`src/rtl/colon_blink_display.sv`:
```
// colon_blink_display: draws a blinking two-dot colon inside a box on the VGA raster
// Ports: clk pixel clock; rst async active-high reset; pixel_x/pixel_y raster position;
//   frame_tick one pulse per frame; sec_tick game-clock second pulse; en draw enable;
//   blink blink mode select; pixel_on registered lit-pixel flag; blink_phase 1=visible half.
// Optional feature: define COLON_SEC_RESYNC_EN to restart the blink phase on sec_tick.
module colon_blink_display #(
   parameter logic [10:0] X_BOX        = 11'd700,
   parameter logic [9:0]  Y_BOX        = 10'd72,
   parameter int          BOX_W        = 20,
   parameter int          BOX_H        = 40,
   parameter int          DOT          = 8,
   parameter int          DOT_Y0       = 8,
   parameter int          DOT_Y1       = 24,
   parameter int          BLINK_FRAMES = 30
) (
   input  logic        clk,
   input  logic        rst,
   input  logic [10:0] pixel_x,
   input  logic [9:0]  pixel_y,
   input  logic        frame_tick,
   input  logic        sec_tick,
   input  logic        en,
   input  logic        blink,
   output logic        pixel_on,
   output logic        blink_phase
);
   localparam int FW = $clog2(BLINK_FRAMES + 1);
   localparam logic [FW-1:0] LAST = FW'(BLINK_FRAMES - 1);
   localparam int XO = (BOX_W - DOT) / 2;
   localparam logic [11:0] BX0 = 12'(X_BOX);
   localparam logic [11:0] BX1 = 12'(X_BOX + BOX_W);
   localparam logic [11:0] BY0 = 12'(Y_BOX);
   localparam logic [11:0] BY1 = 12'(Y_BOX + BOX_H);
   localparam logic [11:0] DX0 = 12'(X_BOX + XO);
   localparam logic [11:0] DX1 = 12'(X_BOX + XO + DOT);
   localparam logic [11:0] U0  = 12'(Y_BOX + DOT_Y0);
   localparam logic [11:0] U1  = 12'(Y_BOX + DOT_Y0 + DOT);
   localparam logic [11:0] L0  = 12'(Y_BOX + DOT_Y1);
   localparam logic [11:0] L1  = 12'(Y_BOX + DOT_Y1 + DOT);

   typedef enum logic {HIDDEN = 1'b0, VISIBLE = 1'b1} state_t;

   state_t        state_q, state_d;
   logic [FW-1:0] fcnt_q, fcnt_d;
   logic          pixel_on_q, pixel_on_d;
   logic [11:0]   xe, ye;
   logic          in_box, in_dx, in_up, in_lo, hit, resync;

`ifdef COLON_SEC_RESYNC_EN
   assign resync = sec_tick;
`else
   logic unused_sec;
   assign unused_sec = sec_tick;
   assign resync = 1'b0;
`endif

   always_comb begin
      xe = {1'b0, pixel_x};
      ye = {2'b0, pixel_y};
      in_box = xe >= BX0 && xe < BX1 && ye >= BY0 && ye < BY1;
      in_dx = xe >= DX0 && xe < DX1;
      in_up = in_dx && ye >= U0 && ye < U1;
      in_lo = in_dx && ye >= L0 && ye < L1;
      hit = in_box && (in_up || in_lo);
      state_d = state_q;
      fcnt_d = fcnt_q;
      // Leaving blink mode (or a resync) restarts a full visible half-period.
      if (!blink || resync) begin
         state_d = VISIBLE;
         fcnt_d = '0;
      end else if (frame_tick) begin
         fcnt_d = (fcnt_q == LAST) ? '0 : fcnt_q + 1'b1;
         state_d = (fcnt_q != LAST) ? state_q : (state_q == VISIBLE) ? HIDDEN : VISIBLE;
      end
      pixel_on_d = hit && en && (state_q == VISIBLE || !blink);
   end

   always_ff @(posedge clk or posedge rst) begin
      if (rst) begin
         state_q <= VISIBLE;
         fcnt_q <= '0;
         pixel_on_q <= 1'b0;
      end else begin
         state_q <= state_d;
         fcnt_q <= fcnt_d;
         pixel_on_q <= pixel_on_d;
      end
   end

   assign pixel_on = pixel_on_q;
   assign blink_phase = (state_q == VISIBLE);
endmodule
```
`config.mk`:
```
export PLATFORM = sky130hd
export DESIGN_NAME = colon_blink_display
export DESIGN_NICKNAME = d
export VERILOG_FILES = /design/src/rtl/colon_blink_display.sv
export SDC_FILE = /design/constraint.sdc
export NUM_CORES = 1
export LEC_CHECK = 0
export CORE_AREA = 2 2 39 41
export CTS_CLUSTER_DIAMETER = 120
export DETAILED_ROUTE_END_ITERATION = 10
export DIE_AREA = 0 0 41 43
export GPL_TIMING_DRIVEN = 0
export PLACE_DENSITY = 0.77
export SETUP_SLACK_MARGIN = 0.4
export SYNTH_ARGS = -nofsm -noshare
export SYNTH_HDL_FRONTEND = slang
export SYNTH_SLANG_ARGS = --single-unit
```
`constraint.sdc`:
```
create_clock -name clk -period 3.8 [get_ports clk]
set_input_delay 0.76 -clock clk [delete_from_list [all_inputs] [get_ports clk]]
set_output_delay 0.76 -clock clk [all_outputs]
set_load 0.1 [all_outputs]
```
## After elaboration in Yosys (flattened, before gate mapping)

Cells that the tools add are included.

| storage, ports and cells | value |
|---|---|
| register bits after elaboration | 7 |
| bits in latches | 0 |
| memory bits (writable) | 0 |
| bits in read-only memories | 0 |
| bits of input ports | 27 |
| output and inout port bits | 2 |
| word-level logic and storage cells | 40 |
| memories kept | 0 |

| operators by class | value |
|---|---|
| add/sub/neg operators | 1 |
| multipliers | 0 |
| div/mod/pow operators | 0 |
| magnitude comparators | 10 |
| eq/ne operators | 4 |
| shift-type cells | 0 |
| mux-type cells | 7 |
| bitwise gates (word level) | 0 |
| reductions and logical operators | 15 |

Operators with widths:

| operator | number |
|---|---|
| >= comparator 10 x 7 -> 1 bit, second input constant | 3 |
| < comparator 10 x 7 -> 1 bit, second input constant | 3 |
| >= comparator 11 x 10 -> 1 bit, second input constant | 2 |
| < comparator 11 x 10 -> 1 bit, second input constant | 2 |
| two-way mux 5 bit | 3 |
| logical AND 1 bit | 11 |
| adder 5 x 1 -> 5 bit, second input constant | 1 |
| equality test 5 bit, second input constant | 1 |
| != test 5 bit, second input constant | 1 |
| two-way mux 1 bit | 4 |
| != test 2 bit, second input constant | 2 |
| logical OR 1 bit | 2 |
| AND reduction 2 bit | 1 |
| zero test 1 bit | 1 |

## Longest topological paths before layout

| depth | value |
|---|---|
| depth in word-level cells | 8 |
| mapped depth | 5 |
| depth with buffers taken out | 5 |

## Least setup slack after synthesis

OpenSTA, ideal clock, no wires.

| timing | value |
|---|---|
| kind | register to output |
| start point | register pixel_on_q, in the netlist pixel_on |
| end point | output pixel_on |
| arrival | 0.883 ns |
| required time | 3.040 ns |
| slack | 2.157 ns |
| stages on the path, launching flop included | 1 |
| buffers on the path | 0 |
| path through | dfrtp_1 |

RTL lines:

| element | RTL line | RTL |
|---|---|---|
| start: declaration | 45 | `logic pixel_on_q, pixel_on_d;` |
| start signal: assignment | 86 | `pixel_on_q <= pixel_on_d;` |
| end: declaration | 24 | `output logic pixel_on,` |

No word-level cell between the ends.

## Worst setup path after layout

| timing | value |
|---|---|
| start point | register state_q, in the netlist blink_phase |
| end point | output blink_phase |

RTL lines:

| element | RTL line | RTL |
|---|---|---|
| start: declaration | 43 | `state_t state_q, state_d;` |
| start signal: assignment | 84 | `state_q <= state_d;` |
| end: declaration | 25 | `output logic blink_phase` |

No word-level cell between the ends.

==> flow_summary.json <==
{
  "die_area_sq_mm": 0.00176,
  "critPathKind": "flop to primary output",
  "critPathBufInv": 1,
  "first_pass_iters": 4,
  "crit_end": "blink_phase",
  "n_fill_cell": 127,
  "synth_area_leader_cell": "dfrtp_1",
  "cp_slowest_stage_delay_ns": 1.13,
  "cp-startpoint": "blink_phase",
  "postLayoutCellArea_sq_um": 733,
  "cts_buffers": 3,
  "tightest_slew_ns": 0.970,
  "ant_nets": 0,
  "crit_cells": 1,
  "wire_per_inst_microns": 11.7,
  "dp_hpwl_microns": 927,
  "dpl_worst_slack_ns": 1.37,
  "p_leak_nw": 0.304,
  "worst_slack_ns": 1.11,
  "maxCapViolations": 0,
  "final_cells": 91,
  "antenna_found_initial": 0,
  "fin_util_pct": 53.0,
  "tns_ns": 0,
  "timing.reg2reg.setup_slack_ns": 2.46,
  "drive_above_1_share_pct": 12.0,
  "cts.sinks": 7,
  "port_buffers": 22,
  "rows": 14,
  "status": "completed",
  "layout_min_cycle_time_ns": 2.69,
  "synth_fp_nets": 78,
  "fp.dieH_microns": 43,
  "multi_input_area_sq_um": 270,
  "timing.rr.end": "fcnt_q[4]",
  "cp-start-kind": "flop",
  "min_period_over_period_pct": 70.9,
  "gp_congestion": 0.840,
  "synth_area_sq_um": 467,
  "synth_cells": 49,
  "synth_area_leaders": "dfrtp_1 32%, dfstp_2 5.6%, ha_1 5.4%",
  "r2r_start": "fcnt_q[1]",
  "ff2ff_path_depth": 5,
  "seq_area_sq_um": 176,
  "first_global_vias": 497,
  "hold_violations": 0,
  "holdWs_ns": 0.534,
  "area_growth_pct": 57.1,
  "syn_avg_cell_area_sq_um": 9.52,
  "ctsResizeCount": 0,
  "num_vias": 462,
  "n_antenna_cell": 0,
  "power.density_mw_per_mm2": 255,
  "finalWirelength_microns": 1070,
  "postCtsHoldBufs": 0,
  "postCtsSetupBuffers": 0,
  "detail_route.iter0.violations": 4,
  "critPathCaptureType": "primary output",
  "crit_fanout": 4,
  "yosysTopAreaCellShare_pct": 32.2,
  "dpl_cell_area_sq_um": 707,
  "crit_chain": "clkdlybuf4s50_1",
  "relSlewSlack_pct": 35.2,
  "report.final.slew_viol_count": 0,
  "slowest_stage": "clkdlybuf4s50_1",
  "track_usage_pct": 15.2,
  "worstPathRequired_ns": 3.04,
  "worstPathArrival_ns": 1.93,
  "ys_seq_elements": 7,
  "die_w_microns": 41,
  "core_sq_mm": 0.00138,
  "grt_overflow": 0,
  "path_clk_slew_ns": 0.06,
  "ioPinCount": 29,
  "grt_start_max_net_pins": 9,
  "start_util_pct": 33.7,
  "drc": 0,
  "clk_latency_ns": 0.25,
  "vias_per_cell": 5.08,
  "yosysWarnings": 0,
  "grt_pass1_wl_microns": 1840,
  "rsz0062_at_grt": "no",
  "hold_class": "flop to flop",
  "p_total_mw": 0.187,
  "setup_viol": 0,
  "tritoncts": "built",
  "nNetsFinal": 105,
  "ys_seq_area_share_pct": 37.8,
  "dp.cells": 87,
  "synth_cell_types": 28,
  "skew_ns": 0.00186,
  "cts_buffer_depth": 2,
  "root_buffer": "clkbuf_4",
  "fmax_ghz": 0.371,
  "ir_drop_mv": 0.207,
  "cpLargestDelayFamily": "buffers and inverters",
  "htreeDepth": 1
}
-- sequential cells by signal, indices dropped and copies added, names as in the netlist --
register / count
blink_phase: 1
pixel_on: 1
fcnt_q: 5
-- report_power, final --
part / total [mW] / switching, mW / internal [mW]
combinational: 0.0382 / 0.0130 / 0.0253
sequential: 0.0789 / 0.00231 / 0.0766
clock: 0.0697 / 0.0294 / 0.0402
-- area by class of cell --
type	instances	share of cell area [%]
Tap cell	16	2.73
Sequential cell	7	24.1
Clock buffer	4	3.58
Multi-Input combinational cell	37	36.9
Timing Repair Buffer	22	30.0
Inverter	4	2.05
Buffer	1	0.683
-- routing by layer --
metal / GRT usage, % / part of all wire [%] / wire length (microns) / vias up
met1: 18.4 / 44 / 469 / 213
met5: 0 / 0 / 0 / -
met4: 6.00 / 0 / 0 / 0
met2: 23.8 / 54 / 571 / 6
li1: - / - / - / 243
met3: 4.71 / 2.3 / 24 / 0
-- cells in the final DEF, fill, tap and decap left out --
cell type / netlist / routed
clkdlybuf4s50_1: 0 / 22
dfrtp_1: 6 / 6
nand2_1: 4 / 4
nand3_1: 4 / 4
inv_1: 4 / 4
clkbuf_4: 0 / 3
nand4b_1: 2 / 2
nand4_1: 2 / 2
o21ai_0: 2 / 2
a21o_1: 2 / 2
nor2_1: 2 / 2
nand3b_1: 2 / 2
ha_1: 2 / 2
clkbuf_2: 1 / 1
nor2b_1: 1 / 1
nand4_2: 1 / 1
o311ai_0: 1 / 1
xor2_1: 1 / 1
nor4b_1: 1 / 1
o221ai_1: 1 / 1
or3_4: 1 / 1
or4_1: 1 / 1
o21a_1: 1 / 1
o211ai_2: 1 / 1
nor4b_2: 1 / 1
a21oi_1: 1 / 1
a31o_1: 1 / 1
nor4_1: 1 / 1
nor3_1: 1 / 1
dfstp_2: 1 / 1
clkbuf_1: 0 / 1
-- how the worst min path moves through the flow --
stage,start,endpoint,slack (ns),depth (start not counted)
final,fcnt_q[4],fcnt_q[4],0.53,1
after global routing,fcnt_q[4],fcnt_q[4],0.55,1
after CTS,fcnt_q[4],fcnt_q[4],0.53,1
after detailed placement,fcnt_q[4],fcnt_q[4],0.52,1
after global placement,fcnt_q[4],fcnt_q[4],0.51,1
after floorplan,fcnt_q[4],fcnt_q[4],0.49,1
-- synth_stat cells --
master    instances
nand4_1           2
ha_1              2
inv_1             4
a21oi_1           1
nand2_1           4
xor2_1            1
nand3_1           4
nor4b_2           1
nor2b_1           1
o221ai_1          1
nor4_1            1
nand3b_1          2
or3_4             1
o21ai_0           2
o211ai_2          1
nand4b_1          2
dfstp_2           1
or4_1             1
nor3_1            1
o21a_1            1
nor2_1            2
o311ai_0          1
dfrtp_1           6
nor4b_1           1
nand4_2           1
clkbuf_2          1
a31o_1            1
a21o_1            2
-- kinds of logic (layout without fill, tap and decap cells) --
kind of cell               Yosys count  after routing  share of synthesized area, %
AOI/OAI and AO/OA                   10             10                          16.4
xor gates and xnor gates             1              1                          1.88
adders and majority gates            2              2                          5.36
buffers and inverters                5             31                          4.29
DFF                                  7              7                          37.8
and+or+nand+nor                     24             24                          34.3
Power figures use the tool's default switching activity.
